$ cat src/rtl/mem_stage_if.sv
// Request/ready data-memory port between the memory pipeline stage and data memory.
// Word-addressed, 32-bit data, variable wait states signalled by mem_ready.
interface mem_stage_if #(
  parameter int unsigned AW = 6
);
  logic          mem_req;
  logic          mem_we;
  logic [AW-1:0] mem_addr;
  logic [31:0]   mem_wdata;
  logic [31:0]   mem_rdata;
  logic          mem_ready;

  modport master (
    output mem_req, mem_we, mem_addr, mem_wdata,
    input  mem_rdata, mem_ready
  );

  modport slave (
    input  mem_req, mem_we, mem_addr, mem_wdata,
    output mem_rdata, mem_ready
  );
endinterface

$ cat src/rtl/mem_stage.sv
// Memory pipeline stage: issues data-memory loads/stores over a request/ready port,
// freezes upstream while an access is outstanding, and owns the MEM/WB register.
module mem_stage #(
  parameter int unsigned DATA_BASE = 1024,
  parameter int unsigned DEPTH     = 64,
  parameter int unsigned AW        = 6
) (
  input  logic               clk,
  input  logic               rst,
  input  logic               wb_en_in,
  input  logic               mem_r_en_in,
  input  logic               mem_w_en_in,
  input  logic [3:0]         wb_reg_dest_in,
  input  logic [31:0]        alu_result_in,
  input  logic [31:0]        val_rm_in,
  mem_stage_if.master        mem,
  output logic               stall,
  output logic               wb_en_out,
  output logic               mem_r_en_out,
  output logic [3:0]         wb_reg_dest_out,
  output logic [31:0]        alu_result_out,
  output logic [31:0]        mem_data_out,
  output logic               addr_err
);

  localparam logic [31:0] BASE  = 32'(DATA_BASE);
  localparam logic [31:0] LIMIT = 32'(DATA_BASE + 4 * DEPTH);

  typedef enum logic [1:0] {IDLE, WAIT, DONE} state_t;

  state_t        state_q, state_d;
  logic          acc, rd_only, in_range;
  logic [31:0]   offset;
  logic [AW-1:0] word_addr;
  logic [31:0]   rdata_q;
  logic          issue, capture, bubble, use_cap, err_set;

  // A simultaneous read+write request is treated as a store.
  assign acc       = mem_r_en_in | mem_w_en_in;
  assign rd_only   = mem_r_en_in & ~mem_w_en_in;
  assign in_range  = (alu_result_in >= BASE) && (alu_result_in < LIMIT);
  assign offset    = alu_result_in - BASE;
  assign word_addr = AW'(offset >> 2);

  always_ff @(posedge clk) begin
    if (rst) state_q <= IDLE;
    else     state_q <= state_d;
  end

  // Next-state and per-cycle control; stall depends only on state, acc, range.
  always_comb begin
    state_d = state_q;
    stall   = 1'b0;
    issue   = 1'b0;
    capture = 1'b0;
    bubble  = 1'b0;
    use_cap = 1'b0;
    err_set = 1'b0;
    unique case (state_q)
      IDLE: begin
        if (acc && in_range) begin
          stall   = 1'b1;
          issue   = 1'b1;
          bubble  = 1'b1;
          state_d = WAIT;
        end else if (acc) begin
          err_set = 1'b1;
        end
      end
      WAIT: begin
        stall  = 1'b1;
        bubble = 1'b1;
        if (mem.mem_ready) begin
          capture = 1'b1;
          state_d = DONE;
        end
      end
      DONE: begin
        use_cap = 1'b1;
        state_d = IDLE;
      end
      default: state_d = IDLE;
    endcase
  end

  // Memory port, captured read data, sticky error flag and MEM/WB register.
  always_ff @(posedge clk) begin
    if (rst) begin
      mem.mem_req     <= 1'b0;
      mem.mem_we      <= 1'b0;
      mem.mem_addr    <= '0;
      mem.mem_wdata   <= '0;
      rdata_q         <= '0;
      addr_err        <= 1'b0;
      wb_en_out       <= 1'b0;
      mem_r_en_out    <= 1'b0;
      wb_reg_dest_out <= '0;
      alu_result_out  <= '0;
      mem_data_out    <= '0;
    end else begin
      if (issue) begin
        mem.mem_req   <= 1'b1;
        mem.mem_we    <= mem_w_en_in;
        mem.mem_addr  <= word_addr;
        mem.mem_wdata <= val_rm_in;
      end else if (capture) begin
        mem.mem_req   <= 1'b0;
      end
      if (capture) rdata_q <= mem.mem_rdata;
      if (err_set) addr_err <= 1'b1;
      if (bubble) begin
        wb_en_out    <= 1'b0;
        mem_r_en_out <= 1'b0;
      end else begin
        wb_en_out       <= wb_en_in;
        mem_r_en_out    <= rd_only;
        wb_reg_dest_out <= wb_reg_dest_in;
        alu_result_out  <= alu_result_in;
        mem_data_out    <= (use_cap && rd_only) ? rdata_q : 32'h0;
      end
    end
  end

endmodule

$ cat src/flat_wrapper.sv
// flat-port wrapper written by rule: the top's interface ports become plain ports
module mem_stage_flat 
#(
  parameter int unsigned DATA_BASE = 1024,
  parameter int unsigned DEPTH     = 64,
  parameter int unsigned AW        = 6
)
  (clk, rst, wb_en_in, mem_r_en_in, mem_w_en_in, wb_reg_dest_in, alu_result_in, val_rm_in, stall, wb_en_out, mem_r_en_out, wb_reg_dest_out, alu_result_out, mem_data_out, addr_err, mem_mem_req, mem_mem_we, mem_mem_addr, mem_mem_wdata, mem_mem_rdata, mem_mem_ready);
  mem_stage_if #(.AW(AW)) mem_i ();
  input  logic clk;
  input  logic rst;
  input  logic wb_en_in;
  input  logic mem_r_en_in;
  input  logic mem_w_en_in;
  input  logic [3:0] wb_reg_dest_in;
  input  logic [31:0] alu_result_in;
  input  logic [31:0] val_rm_in;
  output logic stall;
  output logic wb_en_out;
  output logic mem_r_en_out;
  output logic [3:0] wb_reg_dest_out;
  output logic [31:0] alu_result_out;
  output logic [31:0] mem_data_out;
  output logic addr_err;
  output wire logic [$bits(mem_i.mem_req)-1:0] mem_mem_req;
  output wire logic [$bits(mem_i.mem_we)-1:0] mem_mem_we;
  output wire logic [$bits(mem_i.mem_addr)-1:0] mem_mem_addr;
  output wire logic [$bits(mem_i.mem_wdata)-1:0] mem_mem_wdata;
  input wire logic [$bits(mem_i.mem_rdata)-1:0] mem_mem_rdata;
  input wire logic [$bits(mem_i.mem_ready)-1:0] mem_mem_ready;
  assign mem_mem_req = mem_i.mem_req;
  assign mem_mem_we = mem_i.mem_we;
  assign mem_mem_addr = mem_i.mem_addr;
  assign mem_mem_wdata = mem_i.mem_wdata;
  assign mem_i.mem_rdata = mem_mem_rdata;
  assign mem_i.mem_ready = mem_mem_ready;
  mem_stage #(.DATA_BASE(DATA_BASE), .DEPTH(DEPTH), .AW(AW)) u_core (.clk(clk), .rst(rst), .wb_en_in(wb_en_in), .mem_r_en_in(mem_r_en_in), .mem_w_en_in(mem_w_en_in), .wb_reg_dest_in(wb_reg_dest_in), .alu_result_in(alu_result_in), .val_rm_in(val_rm_in), .mem(mem_i), .stall(stall), .wb_en_out(wb_en_out), .mem_r_en_out(mem_r_en_out), .wb_reg_dest_out(wb_reg_dest_out), .alu_result_out(alu_result_out), .mem_data_out(mem_data_out), .addr_err(addr_err));
endmodule
$ cat config.mk
export PLATFORM = sky130hd
export DESIGN_NAME = mem_stage_flat
export DESIGN_NICKNAME = d
export VERILOG_FILES = /design/src/rtl/mem_stage_if.sv /design/src/rtl/mem_stage.sv /design/src/flat_wrapper.sv
export SDC_FILE = /design/constraint.sdc
export NUM_CORES = 1
export LEC_CHECK = 0
export ABC_AREA = 0
export CORE_MARGIN = 2
export CORE_UTILIZATION = 39
export DETAILED_ROUTE_END_ITERATION = 12
export HOLD_SLACK_MARGIN = 0.12
export PLACE_DENSITY = 0.77
export SLEW_MARGIN = 10
export SYNTH_ARGS = -nofsm -noshare
export SYNTH_HDL_FRONTEND = slang
export SYNTH_SLANG_ARGS = --single-unit
$ cat constraint.sdc
create_clock -name clk -period 2.2 [get_ports clk]
set_clock_uncertainty 0.2 [all_clocks]
set_input_delay 0.33 -clock clk [delete_from_list [all_inputs] [get_ports clk]]
set_output_delay 0.33 -clock clk [all_outputs]
set_load 0.02 [all_outputs]
==> results.md, run 1 <==
Run status:
- The run finished with clean final reports.

Place:
- At the end of routability-driven placement, the weighted congestion stood at ~0.8.
- The number of buffer cells added on primary ports is 217.
- Summing all placed instances gives a cell area of between 0.007 and 0.008 sq mm.
- After legalization and detailed placement, the total HPWL measured between 10000 and 15000 um.

Timing:
- Measured against its own limit, the worst slew margin works out to 0.576.
- The share of the clock period used by the worst path after layout is 0.976.
- Setup repair after global routing could not meet its margin everywhere.
- For this run, the top clock speed supported by timing is roughly 0.47 GHz.
- The final hold violation count is 0.
- Setup violations remaining at the end of the flow were counted as 0.
- The minimum clock period after layout is ~2.1 ns.
- For the pin with the worst max-slew slack, the measured transition is around 0.64 ns.
- The final count of pins violating max slew was 0.

Yosys:
- Counting distinct cell types in the post-synthesis netlist gives 28.
- The largest family of logic cells by synthesized area is simple AND/OR/NAND/NOR gates.
- The count of yosys warnings during synthesis is 0.
- The compound-cell area share of the yosys netlist is 0.0968.
- The portion of the post-synthesis area used by sequential elements is 0.543.
- The synthesized-area fraction occupied by xor and xnor cells is 0.
- The number of nets handed over by synthesis was 678.
- Counting every instance in the synthesized netlist gives roughly 570.
- Of the total synthesized cell area, the portion taken by AND, OR, NAND and NOR gates is 0.179.
- The number of flip-flops and latches in the synthesized netlist is 145.
- Of the post-synthesis cell area, the part taken by muxes is 0.140.
- Yosys mapped a number of flops with a built-in enable equal to 0.
- The synthesized cell area is 0.00535 sq mm.
- The fraction of registers with async set or reset after synthesis is 0.
- Of the total synthesized cell area, the portion taken by full adders, half adders and majority gates is 0.
- The commonest register cell after synthesis is sky130_fd_sc_hd__dfxtp_1.
- The average cell area after synthesis is between 9 and 10 sq um.

Layout:
- Summing all flip-flop and latch instances after layout gives approximately 0.0029 sq mm.
- Leaving out fill and tap cells, the most frequent cells in the layout are sky130_fd_sc_hd__nand2_1, sky130_fd_sc_hd__clkdlybuf4s50_1, sky130_fd_sc_hd__dfxtp_1.
- Of the cells placed in the final design, the portion with a size suffix greater than 1 is 0.0934.
- The post-route standard cell area excluding fillers is 0.00868 sq mm.
- The area growth from synthesis to final layout is 62.2%.
- The post-layout utilization of the core is 0.653.
- The filler cells instantiated in the layout total just over 1000.
- The number of nets in the final layout is between 900 and 1000.
- In the final layout, the multi-input gates occupy ~0.0023 sq mm.
- The antenna diode count is 0.
- The most common cell after layout, fill and taps aside is sky130_fd_sc_hd__nand2_1.

Floorplanning:
- The chip width is 121 um.
- The number of top-level pins is between 200 and 250.
- The initial utilization of the core area, before any placement, comes to 0.402.
- The floorplan step defined a die boundary enclosing about 0.015 sq mm.
- Measured along the y axis, the die boundary spans 121 um.
- The core area is around 0.013 sq mm.
- The floorplan row count is 42.

Power and ir drop:
- The analysis attributes to cell leakage a power of roughly 3.5 nW.
- The share of power burned in the clock network is 0.494.
- The net switching power is 1.29 mW.
- The maximum ir drop on the vdd rail is between 0.4 and 0.5 mV.
- The share of power burned in registers is 0.426.
- The switching power share of the total is 0.205.
- The internal portion of the total power is between 5 and 6 mW.
- The cell area power density is between 700 and 800 mW/mm^2.
- The combinational power share is 0.080.
- The design draws 6.30 mW.

CTS:
- The clock edge transition at the registers on the reported setup and hold paths is 0.06 ns.
- The H-tree depth is 4.
- At the later pin of the worst-skew pair, clock insertion delay measures ~0.4 ns.
- TritonCTS built the clock tree.
- The TritonCTS buffer count is 17.
- Counting every sink on the clock net gives approximately 150.
- In this run the clock root is driven by a sky130_fd_sc_hd__clkbuf_16.
- The clock passes through at most 2 buffers.

Worst setup path:
- The number of buffers and inverters on the critical path is 4.
- STA puts the critical path data arrival time at ~1.6 ns.
- Traced cell by cell, the critical path runs through clkdlybuf4s15_1 -> or4_4 -> nor3_4 -> buf_6 -> a21oi_4 -> inv_2 -> buf_6.
- Data on the critical path is required at its endpoint by approximately 1.7 ns.
- The largest individual stage delay along the critical path comes from the cell sky130_fd_sc_hd__or4_4.
- The critical path endpoint category is an output pin.
- The kind of start point of the critical path is an input port.
- The critical path class is input port to output pin.
- Along the worst path, the maximum fanout reaches 2.
- The top cell family by delay on the critical path is simple AND/OR/NAND/NOR gates.
- The most used cell along the critical path is sky130_fd_sc_hd__buf_6.
- On the worst path, the slowest cell contributes a delay of approximately 0.52 ns.

Route:
- For this run, design rule violations remaining after detail routing come to 0.
- For this block, the routed nets add up to roughly 16000 um of wire.
- The detailed router placed between 5000 and 6000 vias in this run.
- Dividing the detail-routed wire length by the instance count gives 16.4 um.
- The detailed-route vias per instance is 5.06.
- The number of DRC markers in iteration 0 is roughly 290.
- The first detailed-routing pass took 4 iterations.
- The remaining antenna violation count is 0.

GRT:
- For this run the aggregate overflow at the end of global routing stands at 0.
- The via count of the first global-routing pass came to 4897.
- The initial antenna violation count was 0.
- Across every metal layer, demand over resource in global routing totals 0.216.
- The pin count of the biggest net entering global routing is 60.
- The first global-routing pass estimated between 20000 and 25000 um of wire.

Min path:
- The class of the tightest hold or removal check is input port to flop.

Run:
- The max-capacitance violation count is 0.
## per-layer routing
layer | vias to the layer above | routed length (um) | track usage
met5 | - | 0 | 0
met4 | 0 | 539 | 0.104
met3 | 46 | 1150 | 0.0602
met2 | 203 | 8050 | 0.373
met1 | 2363 | 6520 | 0.245
li1 | 2398 | - | -
## power by group through the flow
stage / sequential, mW / clock (mW) / combinational (mW)
after floorplan: 2.79 / 0 / 0.115
after global routing: 2.69 / 3.29 / 0.541
final: 2.69 / 3.11 / 0.507
after CTS: 2.68 / 3.16 / 0.499
after detailed placement: 2.74 / 0 / 0.491
after global placement: 2.74 / 0 / 0.481
## timing repair
| action | in CTS | in global routing |
|---|---|---|
| endpoints found under the hold margin | 5 | 5 |
| hold buffers | 5 | 5 |
| gates cloned | 1 | 2 |
| pin swaps | 11 | 8 |
| buffers inserted | 2 | 1 |
| setup endpoints to repair | 110 | 43 |
| resized for setup | 41 | 10 |
## cells by family after synthesis
| group | after synthesis |
|---|---|
| mux | 75 |
| flops | 145 |
| simple gates | 233 |
| compound gates | 71 |
| buf+inv | 48 |
## final timing paths
kind / start / end / slack (ns) / cells past startpoint
max: alu_result_in[28] / stall / 0.05 / 7
min: alu_result_in[26] / u_core.alu_result_out[26]$_SDFFE_PP0N_ / 0.11 / 3
max reg2reg: u_core.state_q[1]$_SDFFE_PP0P_ / u_core.alu_result_out[27]$_SDFFE_PP0N_ / 0.16 / 6
min reg2reg: u_core.rdata_q[0]$_SDFFE_PP0P_ / u_core.rdata_q[0]$_SDFFE_PP0P_ / 0.25 / 2
## per-stage QoR
stage | TNS (ns) | hold slack [ns] | instances | setup slack (ns)
floorplan | 0 | 0.206 | 572 | 0.00703
global placement | -52.80 | 0.241 | 943 | -0.818
detailed placement | -57.32 | 0.248 | 943 | -0.807
CTS | 0 | 0.123 | 982 | 0.00855
global route | 0 | 0.123 | 990 | 0.00352
finish | 0 | 0.111 | 990 | 0.0526
## sequential cells by signal, summed over array words and instances (netlist names)
| signal | flops |
|---|---|
| u_core.alu_result_out | 32 |
| u_core.mem.mem_wdata | 32 |
| u_core.mem_data_out | 32 |
| u_core.rdata_q | 32 |
| u_core.mem.mem_addr | 6 |
| u_core.wb_reg_dest_out | 4 |
| u_core.state_q | 2 |
| u_core.addr_err | 1 |
| u_core.mem.mem_req | 1 |
| u_core.mem.mem_we | 1 |
| u_core.mem_r_en_out | 1 |
| u_core.wb_en_out | 1 |
## cell usage after synthesis, types with 2 or more instances
cell,number,share of area
sky130_fd_sc_hd__a21oi_1,37,0.035
sky130_fd_sc_hd__a32o_1,32,0.060
sky130_fd_sc_hd__buf_2,7,0.0065
sky130_fd_sc_hd__buf_6,4,0.0084
sky130_fd_sc_hd__clkbuf_1,34,0.024
sky130_fd_sc_hd__dfxtp_1,145,0.54
sky130_fd_sc_hd__mux2i_1,75,0.14
sky130_fd_sc_hd__nand2_1,211,0.15
sky130_fd_sc_hd__nor2_1,4,0.0028
sky130_fd_sc_hd__nor3_1,2,0.0019
sky130_fd_sc_hd__nor4_1,3,0.0035
sky130_fd_sc_hd__or4_4,2,0.0042
## cell type report
class,instances,share of cell area
tap,176,0.0254
multi-input combinational,379,0.266
inverter,3,0.00159
clock buffer,21,0.0531
timing repair buffer,256,0.299
clock inverter,10,0.0209
sequential,145,0.334
## worst reg2reg max path: stages, from the launching register on
cell                       delay (ns)
sky130_fd_sc_hd__dfxtp_1         0.37
sky130_fd_sc_hd__o21bai_1        0.21
sky130_fd_sc_hd__nor3_4          0.09
sky130_fd_sc_hd__buf_6           0.13
sky130_fd_sc_hd__a21oi_4         0.12
sky130_fd_sc_hd__buf_4           0.54
sky130_fd_sc_hd__mux2i_1         0.30
(Power assumes the default switching activity.)
==> inputs of run 2 (changes only) <==
clock period = 1.84 ns   (was 2.2 ns; I/O delays follow)
==> results.md, run 2 (synthesized netlist as in run 1, its figures left out) <==
Run status:
- The run finished, with violations left.
- The final reports fail on negative setup slack.

Route:
- The remaining antenna violation count is 0.
- The total detailed-routing wirelength is 16600 um.
- The iteration count of the initial detailed-routing pass is 4.
- After detailed routing, the number of vias per cell comes to roughly 5.0.
- The via total after detailed routing is 5093.
- After the first detailed-routing iteration, the DRC count stood at ~350.
- In the final routed layout, each cell accounts on average for between 15 and 20 um.
- The residual DRC count is 0.

Power and ir drop:
- The combinational power share is 0.082.
- The leakage power figure is 4.41 nW.
- The share of total power dissipated in the clock network is 0.488.
- The maximum ir drop on the vdd rail is slightly below 0.7 mV.
- The cell area power density is ~830 mW/mm^2.
- The total power draw is about 7.5 mW.
- Of the total power, registers draw 0.430.
- The internal power of the cells totals roughly 6 mW.
- The net switching power is approximately 1.6 mW.
- The switching power share of the total is 0.210.

Timing:
- In this run the tightest slew margin relative to its limit is 0.754.
- The smallest clock period supported by the final layout is computed as between 2 and 2.5 ns.
- The final count of pins violating max slew was 0.
- At the pin with the least slew margin, the transition time is between 0.3 and 0.4 ns.
- The final hold violation count is 0.
- Setup repair after global routing could not meet its margin everywhere.
- The total setup violations reported at the end of the flow is 42.
- Setup slack on the critical path of the routed design comes to -0.168 ns.
- For this run, the top clock speed supported by timing is between 0.4 and 0.5 GHz.
- In the finished design, the share of the clock period the worst path needs comes to 1.09.

Place:
- The number of buffer cells added on primary ports is 217.
- The placed instances occupy a cell area of just under 0.008 sq mm.
- The detailed placement HPWL is between 10000 and 15000 um.
- Counting tap cells, the placed design contains a total of between 900 and 1000 instances.
- The placer congestion estimate is 0.846.

Layout:
- Of the cells placed in the final design, the portion with a size suffix greater than 1 is 0.122.
- The post-route standard cell area excluding fillers is 0.00901 sq mm.
- The number of inserted filler cells in the final layout is ~1000.
- Leaving out fill and tap cells, the most frequent cells in the layout are sky130_fd_sc_hd__nand2_1, sky130_fd_sc_hd__dfxtp_1, sky130_fd_sc_hd__dlygate4sd2_1.
- The non-filler instance count after layout is a little over 1000.
- The net count of the finished layout is approximately 930.
- The register area is between 0.002 and 0.003 sq mm.
- The multi-input combinational cells in the finished layout cover a total of approximately 0.0024 sq mm.
- The antenna diode count is 0.
- Leaving out fill and tap cells, the most frequent cell in the layout is sky130_fd_sc_hd__nand2_1.
- From synthesis to final layout, the design area changed by 68.4%.

Worst setup path:
- Together, buffers and inverters on the worst path number 4.
- The biggest cell delay along the critical path is approximately 0.54 ns.
- At the worst endpoint, the arrival time is 1.53 ns.
- The critical path class is input port to output pin.
- The slowest stage of the critical path belongs to the cell sky130_fd_sc_hd__or4_4.
- In this design, the critical path's most frequently occurring cell is sky130_fd_sc_hd__buf_6.
- The required time at the endpoint of the critical path is 1.36 ns.
- The kind of start point of the critical path is an input port.
- STA classifies the critical path endpoint as an output pin.
- Along the worst path, the maximum fanout reaches 2.
- Broken down by cell family, the worst path's largest delay share belongs to simple AND/OR/NAND/NOR gates.
- The signal on the critical path passes through buf_2 -> or4_4 -> nor3_4 -> buf_6 -> a21oi_4 -> inv_2 -> buf_6.

GRT:
- The global-route wire length before repair is approximately 26000 um.
- The initial antenna violation count is 0.
- The aggregate global routing overflow is 0.
- The aggregate global-route resource usage is 0.223.
- The pin count of the biggest net entering global routing is 45.
- The via count of the first global-routing pass came to about 5200.

CTS:
- The root cell of the clock tree is sky130_fd_sc_hd__clkbuf_16.
- The H-tree depth is 4.
- At the later pin of the worst-skew pair, clock insertion delay measures a little over 0.4 ns.
- The clock tree from TritonCTS is done.
- The clock edge transition at the registers on the reported setup and hold paths is 0.06 ns.
- The maximum count of clock buffers along a single path is 2.
- The TritonCTS buffer count is 17.
- The clock net in this run drives a total of approximately 150 sinks.

Min path:
- The min-delay analysis places its worst path in the category input port to flop.

Floorplanning:
- For this configuration, the core starts out at a cell density of 0.402.
- For this design the top-level I/O count stands at ~220.
- The die covers 0.0147 sq mm.
- The chip height is 121 um.
- The floorplan row count is 42.
- The floorplan step defined a core boundary enclosing about 0.013 sq mm.
- From left edge to right edge, the die measures 121 um.

Run:
- The max-capacitance violation count is 0.
==> run 2: path summary, 6_finish.rpt <==
path	startpoint	to	slack, ns	cells after the start
worst min-delay path	alu_result_in[8]	u_core.alu_result_out[8]$_SDFFE_PP0N_	0.12	3
worst min register to register	u_core.alu_result_out[31]$_SDFFE_PP0N_	u_core.alu_result_out[31]$_SDFFE_PP0N_	0.25	2
worst max-delay path	alu_result_in[24]	stall	-0.17	7
worst max register to register	u_core.state_q[1]$_SDFFE_PP0P_	u_core.mem_data_out[15]$_SDFFE_PP0N_	0	7
==> run 2: cell type report <==
type,count,share of cell area
inverters,3,0.00153
clock inverters,9,0.0172
multi-input cells,379,0.261
flip-flops and latches,145,0.322
well taps,176,0.0245
repair buffers,280,0.320
clock buffers,22,0.0527
==> run 2: metrics by stage <==
stage                     setup TNS [ns]  hold WS [ns]  utilization  worst slack (ns)
after floorplan                   -16.23         0.152            -            -0.248
after global placement            -84.80         0.241        0.593             -1.06
after detailed placement          -82.57         0.247        0.593             -1.00
after CTS                          -5.71         0.121        0.664            -0.155
after global routing               -6.81         0.129        0.677            -0.223
final                              -3.32         0.121        0.677            -0.168
==> run 2: routing by layer <==
layer	global-route usage	vias to the layer above	wire length [um]
li1	-	2447	-
met5	0	-	0
met3	0.0752	39	1110
met1	0.244	2425	6610
met2	0.392	182	8390
met4	0.0930	0	449
==> run 2: power groups by stage <==
stage,Clock [mW],Combinational [mW],Sequential (mW)
final,3.64,0.614,3.21
after global routing,3.86,0.657,3.21
after CTS,3.70,0.604,3.21
after detailed placement,0,0.594,3.28
after global placement,0,0.585,3.27
after floorplan,0,0.138,3.33
==> run 2: worst register-to-register path: stages (launching register included) <==
cell and delay (ns):
sky130_fd_sc_hd__dfxtp_2 0.32, sky130_fd_sc_hd__o21bai_4 0.18, sky130_fd_sc_hd__nor3_4 0.22, sky130_fd_sc_hd__buf_6 0.14, sky130_fd_sc_hd__a21oi_4 0.05, sky130_fd_sc_hd__inv_2 0.08, sky130_fd_sc_hd__buf_4 0.35, sky130_fd_sc_hd__a32o_1 0.24
==> run 2: timing repair <==
item | in CTS | in global routing
resized for setup | 154 | 47
endpoints found under the setup margin | 196 | 140
hold buffers | 20 | 2
hold endpoints to repair | 20 | 2
buffers inserted | 4 | 4
cloned | 4 | 1
pin swaps | 12 | 3
